[src/rtl/uart_rx_fifo_if.sv]
// Byte stream handshake between the UART receiver FIFO and its consumer.
interface uart_rx_fifo_if;
    logic [7:0] rx_data;
    logic       rx_valid;
    logic       rx_ready;

    // Receiver side: presents the FIFO head and accepts pops.
    modport master (
        output rx_data,
        output rx_valid,
        input  rx_ready
    );

    // Consumer side.
    modport slave (
        input  rx_data,
        input  rx_valid,
        output rx_ready
    );
endinterface

[src/rtl/uart_rx_fifo.sv]
// 8N1 UART receiver feeding a first-word-fall-through byte FIFO.
// Framing errors and overruns are reported as registered one-cycle pulses.
module uart_rx_fifo #(
    parameter int unsigned CLOCK_FREQUENCY = 12000000,
    parameter int unsigned UART_BAUD_RATE  = 9600,
    parameter int unsigned FIFO_DEPTH      = 4
) (
    input  logic                                clock,
    input  logic                                reset_n,
    input  logic                                uart_rx,
    uart_rx_fifo_if.master                      rx_if,
    output logic                                rx_busy,
    output logic                                frame_error,
    output logic                                overrun,
    output logic [$clog2(FIFO_DEPTH+1)-1:0]     fifo_count
);

    localparam int unsigned DIV    = CLOCK_FREQUENCY / UART_BAUD_RATE;
    localparam int unsigned BAUD_W = $clog2(DIV);
    localparam int unsigned PTR_W  = $clog2(FIFO_DEPTH);
    localparam int unsigned CNT_W  = $clog2(FIFO_DEPTH + 1);

    localparam logic [BAUD_W-1:0] HALF_LAST = BAUD_W'(DIV / 2 - 1);
    localparam logic [BAUD_W-1:0] FULL_LAST = BAUD_W'(DIV - 1);

    typedef enum logic [2:0] {StIdle, StStart, StData, StStop, StWaitIdle} state_e;

    state_e              state_q, state_d;
    logic [1:0]          sync_q;
    logic                rxs;
    logic [BAUD_W-1:0]   cnt_q, cnt_d;
    logic [2:0]          bit_idx_q, bit_idx_d;
    logic [7:0]          shift_q, shift_d;

    logic                push_req, ferr_event;
    logic                pop, push, full, drop;

    logic [7:0]          mem_q [FIFO_DEPTH];
    logic [PTR_W-1:0]    wptr_q, rptr_q;
    logic [CNT_W-1:0]    count_q, count_d;
    logic                frame_error_q, overrun_q;

    function automatic logic [PTR_W-1:0] ptr_inc(input logic [PTR_W-1:0] p);
        return (p == PTR_W'(FIFO_DEPTH - 1)) ? '0 : p + PTR_W'(1);
    endfunction

    assign rxs = sync_q[1];

    // Two-flop synchronizer for the asynchronous serial line, idles high.
    always_ff @(posedge clock or negedge reset_n) begin
        if (!reset_n) begin
            sync_q <= 2'b11;
        end else begin
            sync_q <= {sync_q[0], uart_rx};
        end
    end

    // FSM state and receive datapath registers.
    always_ff @(posedge clock or negedge reset_n) begin
        if (!reset_n) begin
            state_q   <= StIdle;
            cnt_q     <= '0;
            bit_idx_q <= '0;
            shift_q   <= '0;
        end else begin
            state_q   <= state_d;
            cnt_q     <= cnt_d;
            bit_idx_q <= bit_idx_d;
            shift_q   <= shift_d;
        end
    end

    // Next-state logic: mid-bit sampling driven by the baud counter.
    always_comb begin
        state_d   = state_q;
        cnt_d     = cnt_q + BAUD_W'(1);
        bit_idx_d = bit_idx_q;
        shift_d   = shift_q;
        unique case (state_q)
            StIdle: begin
                cnt_d = '0;
                if (!rxs) state_d = StStart;
            end
            StStart: begin
                if (cnt_q == HALF_LAST) begin
                    cnt_d = '0;
                    if (!rxs) begin
                        state_d   = StData;
                        bit_idx_d = '0;
                    end else begin
                        // Line went back high before mid-start: a glitch.
                        state_d = StIdle;
                    end
                end
            end
            StData: begin
                if (cnt_q == FULL_LAST) begin
                    cnt_d            = '0;
                    shift_d[bit_idx_q] = rxs;
                    if (bit_idx_q == 3'd7) state_d = StStop;
                    else                   bit_idx_d = bit_idx_q + 3'd1;
                end
            end
            StStop: begin
                if (cnt_q == FULL_LAST) begin
                    cnt_d   = '0;
                    state_d = rxs ? StIdle : StWaitIdle;
                end
            end
            StWaitIdle: begin
                cnt_d = '0;
                if (rxs) state_d = StIdle;
            end
            default: begin
                cnt_d   = '0;
                state_d = StIdle;
            end
        endcase
    end

    // FSM outputs: busy flag and stop-bit sample strobes.
    always_comb begin
        rx_busy    = (state_q != StIdle);
        push_req   = (state_q == StStop) && (cnt_q == FULL_LAST) && rxs;
        ferr_event = (state_q == StStop) && (cnt_q == FULL_LAST) && !rxs;
    end

    // FIFO control: a pop in the same cycle frees room for a push into a full FIFO.
    always_comb begin
        pop   = rx_if.rx_valid && rx_if.rx_ready;
        full  = (count_q == CNT_W'(FIFO_DEPTH));
        push  = push_req && (!full || pop);
        drop  = push_req && full && !pop;
        count_d = count_q;
        if (push && !pop)      count_d = count_q + CNT_W'(1);
        else if (pop && !push) count_d = count_q - CNT_W'(1);
    end

    // FIFO storage, pointers and registered event pulses.
    always_ff @(posedge clock or negedge reset_n) begin
        if (!reset_n) begin
            for (int i = 0; i < FIFO_DEPTH; i++) mem_q[i] <= '0;
            wptr_q        <= '0;
            rptr_q        <= '0;
            count_q       <= '0;
            frame_error_q <= 1'b0;
            overrun_q     <= 1'b0;
        end else begin
            if (push) begin
                mem_q[wptr_q] <= shift_q;
                wptr_q        <= ptr_inc(wptr_q);
            end
            if (pop) rptr_q <= ptr_inc(rptr_q);
            count_q       <= count_d;
            frame_error_q <= ferr_event;
            overrun_q     <= drop;
        end
    end

    assign rx_if.rx_data  = mem_q[rptr_q];
    assign rx_if.rx_valid = (count_q != '0);
    assign fifo_count     = count_q;
    assign frame_error    = frame_error_q;
    assign overrun        = overrun_q;

endmodule
[src/flat_wrapper.sv]
// flat-port wrapper written by rule: the top's interface ports become plain ports
module uart_rx_fifo_flat 
#(
    parameter int unsigned CLOCK_FREQUENCY = 12000000,
    parameter int unsigned UART_BAUD_RATE  = 9600,
    parameter int unsigned FIFO_DEPTH      = 4
)
  (clock, reset_n, uart_rx, rx_busy, frame_error, overrun, fifo_count, rx_if_rx_data, rx_if_rx_valid, rx_if_rx_ready);
  uart_rx_fifo_if rx_if_i ();
  input  logic clock;
  input  logic reset_n;
  input  logic uart_rx;
  output logic rx_busy;
  output logic frame_error;
  output logic overrun;
  output logic [$clog2(FIFO_DEPTH+1)-1:0] fifo_count;
  output wire logic [$bits(rx_if_i.rx_data)-1:0] rx_if_rx_data;
  output wire logic [$bits(rx_if_i.rx_valid)-1:0] rx_if_rx_valid;
  input wire logic [$bits(rx_if_i.rx_ready)-1:0] rx_if_rx_ready;
  assign rx_if_rx_data = rx_if_i.rx_data;
  assign rx_if_rx_valid = rx_if_i.rx_valid;
  assign rx_if_i.rx_ready = rx_if_rx_ready;
  uart_rx_fifo #(.CLOCK_FREQUENCY(CLOCK_FREQUENCY), .UART_BAUD_RATE(UART_BAUD_RATE), .FIFO_DEPTH(FIFO_DEPTH)) u_core (.clock(clock), .reset_n(reset_n), .uart_rx(uart_rx), .rx_if(rx_if_i), .rx_busy(rx_busy), .frame_error(frame_error), .overrun(overrun), .fifo_count(fifo_count));
endmodule
[config.mk]
export PLATFORM = sky130hd
export DESIGN_NAME = uart_rx_fifo_flat
export DESIGN_NICKNAME = d
export VERILOG_FILES = /design/src/rtl/uart_rx_fifo_if.sv /design/src/rtl/uart_rx_fifo.sv /design/src/flat_wrapper.sv
export SDC_FILE = /design/constraint.sdc
export NUM_CORES = 1
export LEC_CHECK = 0
export ABC_AREA = 1
export BUFFER_PORTS_ARGS = -buffer_cell sky130_fd_sc_hd__buf_2
export CAP_MARGIN = 40
export CELL_PAD_IN_SITES_DETAIL_PLACEMENT = 1
export CELL_PAD_IN_SITES_GLOBAL_PLACEMENT = 1
export CORE_AREA = 2 2 87 89
export CTS_CLUSTER_DIAMETER = 80
export DETAILED_ROUTE_END_ITERATION = 6
export DIE_AREA = 0 0 89 91
export GPL_TIMING_DRIVEN = 1
export PLACE_DENSITY = 0.82
export SYNTH_ARGS = -nofsm -noshare
export SYNTH_HDL_FRONTEND = slang
export SYNTH_SLANG_ARGS = --single-unit
[constraint.sdc]
create_clock -name clock -period 6.95 [get_ports clock]
set_input_delay 1.39 -clock clock [delete_from_list [all_inputs] [get_ports clock]]
set_output_delay 1.39 -clock clock [all_outputs]
set_load 0.005 [all_outputs]
==> impl_metrics.py <==
metrics = {
    "outcome": {
        "outcome": "finished, final reports clean",
    },
    "yosys": {
        "syn_nets": 417,
        "synth.area.top_cells": "dfrtp_1, nand2_1, inv_1",
        "synth_edf_count": 0,
        "ys.warnings.count": 0,
        "synth_cell_types": 33,
        "synth_area_per_cell_um2": 8.65,
        "synth_seq_area_share_pct": 49.1,
        "synth_top_cell_area_share_pct": 47.6,
        "synth_cells": 401,
        "ys.flop_type": "dfrtp_1",
        "yosysTopAreaCell": "dfrtp_1",
        "synth-seq-cells": 68,
        "synth-async-reset-ratio_pct": 100,
        "netlist_area_um2": 3470,
    },
    "worst_hold_path": {
        "holdPathEnd": "u_core.sync_q[1]",
        "worstHoldPathType": "flop to flop",
        "hp-start": "u_core.sync_q[0]",
        "whs_path_depth": 0,
    },
    "clock_tree": {
        "cts_tree": "built",
        "numCtsBuffers": 9,
        "clockBufferDepth": 2,
        "htreeDepth": 3,
        "post_cts_buffers": 0,
        "root_buffer": "clkbuf_8",
        "clkTransAtPathRegs_ps": 80,
        "holdBufCountCts": 0,
        "clkSinkCount": 68,
        "ctsResizeCount": 0,
        "insertion_delay_ps": 350,
    },
    "detailed_routing": {
        "via_per_inst": 5.28,
        "wl_um": 8120,
        "remaining_drc_errors": 0,
        "drt_iter0_markers": 98,
        "wl_per_cell_um": 15.4,
        "drtAntennaViolNets": 0,
        "vias": 2778,
        "first_pass_iters": 4,
    },
    "run": {
        "cap_violations": 0,
    },
    "grt": {
        "antenna_found_initial": 0,
        "grt_pass1_wl_um": 13800,
        "grt_usage_pct": 22.1,
        "grt_max_degree": 59,
        "grt_pass1_vias": 2909,
        "gr-total-overflow": 0,
    },
    "floorplanning": {
        "chipWidth_um": 89,
        "die_h_um": 91,
        "row_count": 31,
        "die_area_um2": 8100,
        "core_um2": 7140,
        "initial_utilization_pct": 48.6,
        "io_pins": 19,
    },
    "pwr": {
        "peakVddDrop_v": 0.000136,
        "p_total_mw": 1.09,
        "p_per_area_nw_per_um2": 279,
        "leakagePower_nw": 1.83,
    },
    "sta": {
        "setup_viol": 0,
        "slew_violations": 0,
        "rsz0062_at_grt": "false",
        "period_share_pct": 49.9,
        "fin_skew_ps": 5.09,
        "fin_crit_ps": 3470,
        "tightest_slew_ps": 613,
        "finalHoldViolCount": 0,
        "slew_headroom_pct": 59.1,
        "fmax_mhz": 289,
        "finalSetupTns_ps": 0,
    },
    "critical_path": {
        "r2r_slack_ps": 4330,
        "worstSetupPathType": "flop to output pin",
        "worst_setup_path_start_kind": "flop",
        "critPathMaxFanout": 19,
        "rr_startpoint": "u_core.cnt_q[1]",
        "crit_required_ps": 5560,
        "cp-end-kind": "output pin",
        "rr_endpoint": "u_core.fifo_count[2]",
        "cp.arrival_ps": 2080,
        "reg2regPathDepth": 14,
    },
    "finish": {
        "nNetsFinal": 438,
        "drive_above_1_share_pct": 14.3,
        "syn2layout_area_growth_pct": 12.6,
        "diodes": 0,
        "utilization_pct": 54.7,
        "multiInputGateArea_um2": 1510,
        "fillers": 876,
        "finalNonFillerCells": 526,
        "regArea_um2": 1700,
    },
    "placed_design": {
        "dp_cells": 510,
        "place.gp.congestion": 0.759,
        "dp_hpwl_um": 5680,
        "port-buffer-count": 18,
    },
}
synth_stat cells (3+ instances only):
cell / n
o31ai_1: 4
ha_1: 11
nor3_1: 3
clkbuf_1: 3
o21ai_1: 24
o22ai_1: 8
nor2_1: 45
o21ai_0: 30
inv_1: 49
xor2_1: 4
nand2_1: 89
a21oi_1: 7
nand4_4: 4
buf_2: 3
o21ai_2: 8
dfrtp_1: 66
nand3_1: 16
buf_6: 4
nand4_1: 4
layout make-up:
class	count	area share, %
Sequential cell	68	43.7
Multi-Input combinational cell	273	38.6
Inverter	50	4.81
Clock buffer	11	3.88
Timing Repair Buffer	20	3.21
Tap cell	99	3.17
Clock inverter	5	2.72
cell families (layout without fill, tap and decap cells):
logic type / Yosys count / count (layout) / synth area share, %
buf+inv: 60 / 86 / 7.47
simple gates: 173 / 173 / 24.0
fa+ha+maj: 12 / 12 / 4.55
xor+xnor: 5 / 5 / 1.26
flops: 68 / 68 / 49.1
compound gates: 82 / 82 / 13.3
mux: 1 / 1 / 0.325
worst max path at each step:
stage	from	end	slack, ps	cells after the start
2_1_floorplan	rx_if_rx_ready	u_core.fifo_count[1]	4090	8
3_3_place_gp	rx_if_rx_ready	u_core.fifo_count[1]	3900	9
3_5_place_dp	rx_if_rx_ready	u_core.fifo_count[1]	3800	9
4_1_cts	u_core.rptr_q[0]	rx_if_rx_data[0]	3450	4
5_1_grt	u_core.rptr_q[0]	rx_if_rx_data[0]	3310	4
6_report	u_core.rptr_q[0]	rx_if_rx_data[0]	3480	4
worst max-delay path: stages, from the launching register on:
cell and delay, ps:
dfrtp_1 740, inv_1 420, o21ai_0 310, o22ai_1 120, buf_2 140
metrics by stage:
step	setup slack, ps	hold WS, ps	area (um2)
after floorplan	4090	345	3470
after global placement	3900	346	3620
after detailed placement	3800	351	3650
after CTS	3450	362	3900
after global routing	3310	365	3900
final	3480	361	3900
power breakdown:
part	leakage, nW	internal, mW	switching (mW)	total (mW)
registers	0.906	0.412	0.0399	0.451
logic	0.802	0.0911	0.125	0.216
clock network	0.126	0.259	0.161	0.420
per-layer routing:
| metal | GRT usage [%] | up-vias | share of wire [%] |
|---|---|---|---|
| li1 | - | 1346 | - |
| met1 | 26.7 | 1381 | 44 |
| met2 | 37.5 | 33 | 51 |
| met3 | 5.09 | 18 | 2.6 |
| met4 | 8.71 | 0 | 2.3 |
| met5 | 0 | - | 0 |
cell usage in the layout, fill, tap and decap left out, types with 3 or more instances in the layout:
master	n
o31ai_1	4
o22ai_1	8
a21oi_1	7
inv_1	49
o21ai_2	8
xor2_1	4
bufinv_16	3
buf_2	18
nor3_1	3
o21ai_0	30
nor2_1	45
nand3_1	16
o21ai_1	24
clkbuf_8	11
ha_1	11
nand4_4	4
nand2_1	89
dfrtp_1	66
nand4_1	4
flip-flops by register name, indices dropped and copies added, names as in the netlist:
name / cells
u_core.shift_q: 8
u_core.bit_idx_q: 3
u_core.frame_error: 1
u_core.state_q: 3
u_core.wptr_q: 2
u_core.overrun: 1
u_core.fifo_count: 3
u_core.cnt_q: 11
u_core.sync_q: 2
u_core.rptr_q: 2
u_core.mem_q: 32
Power figures use the tool's default switching activity.
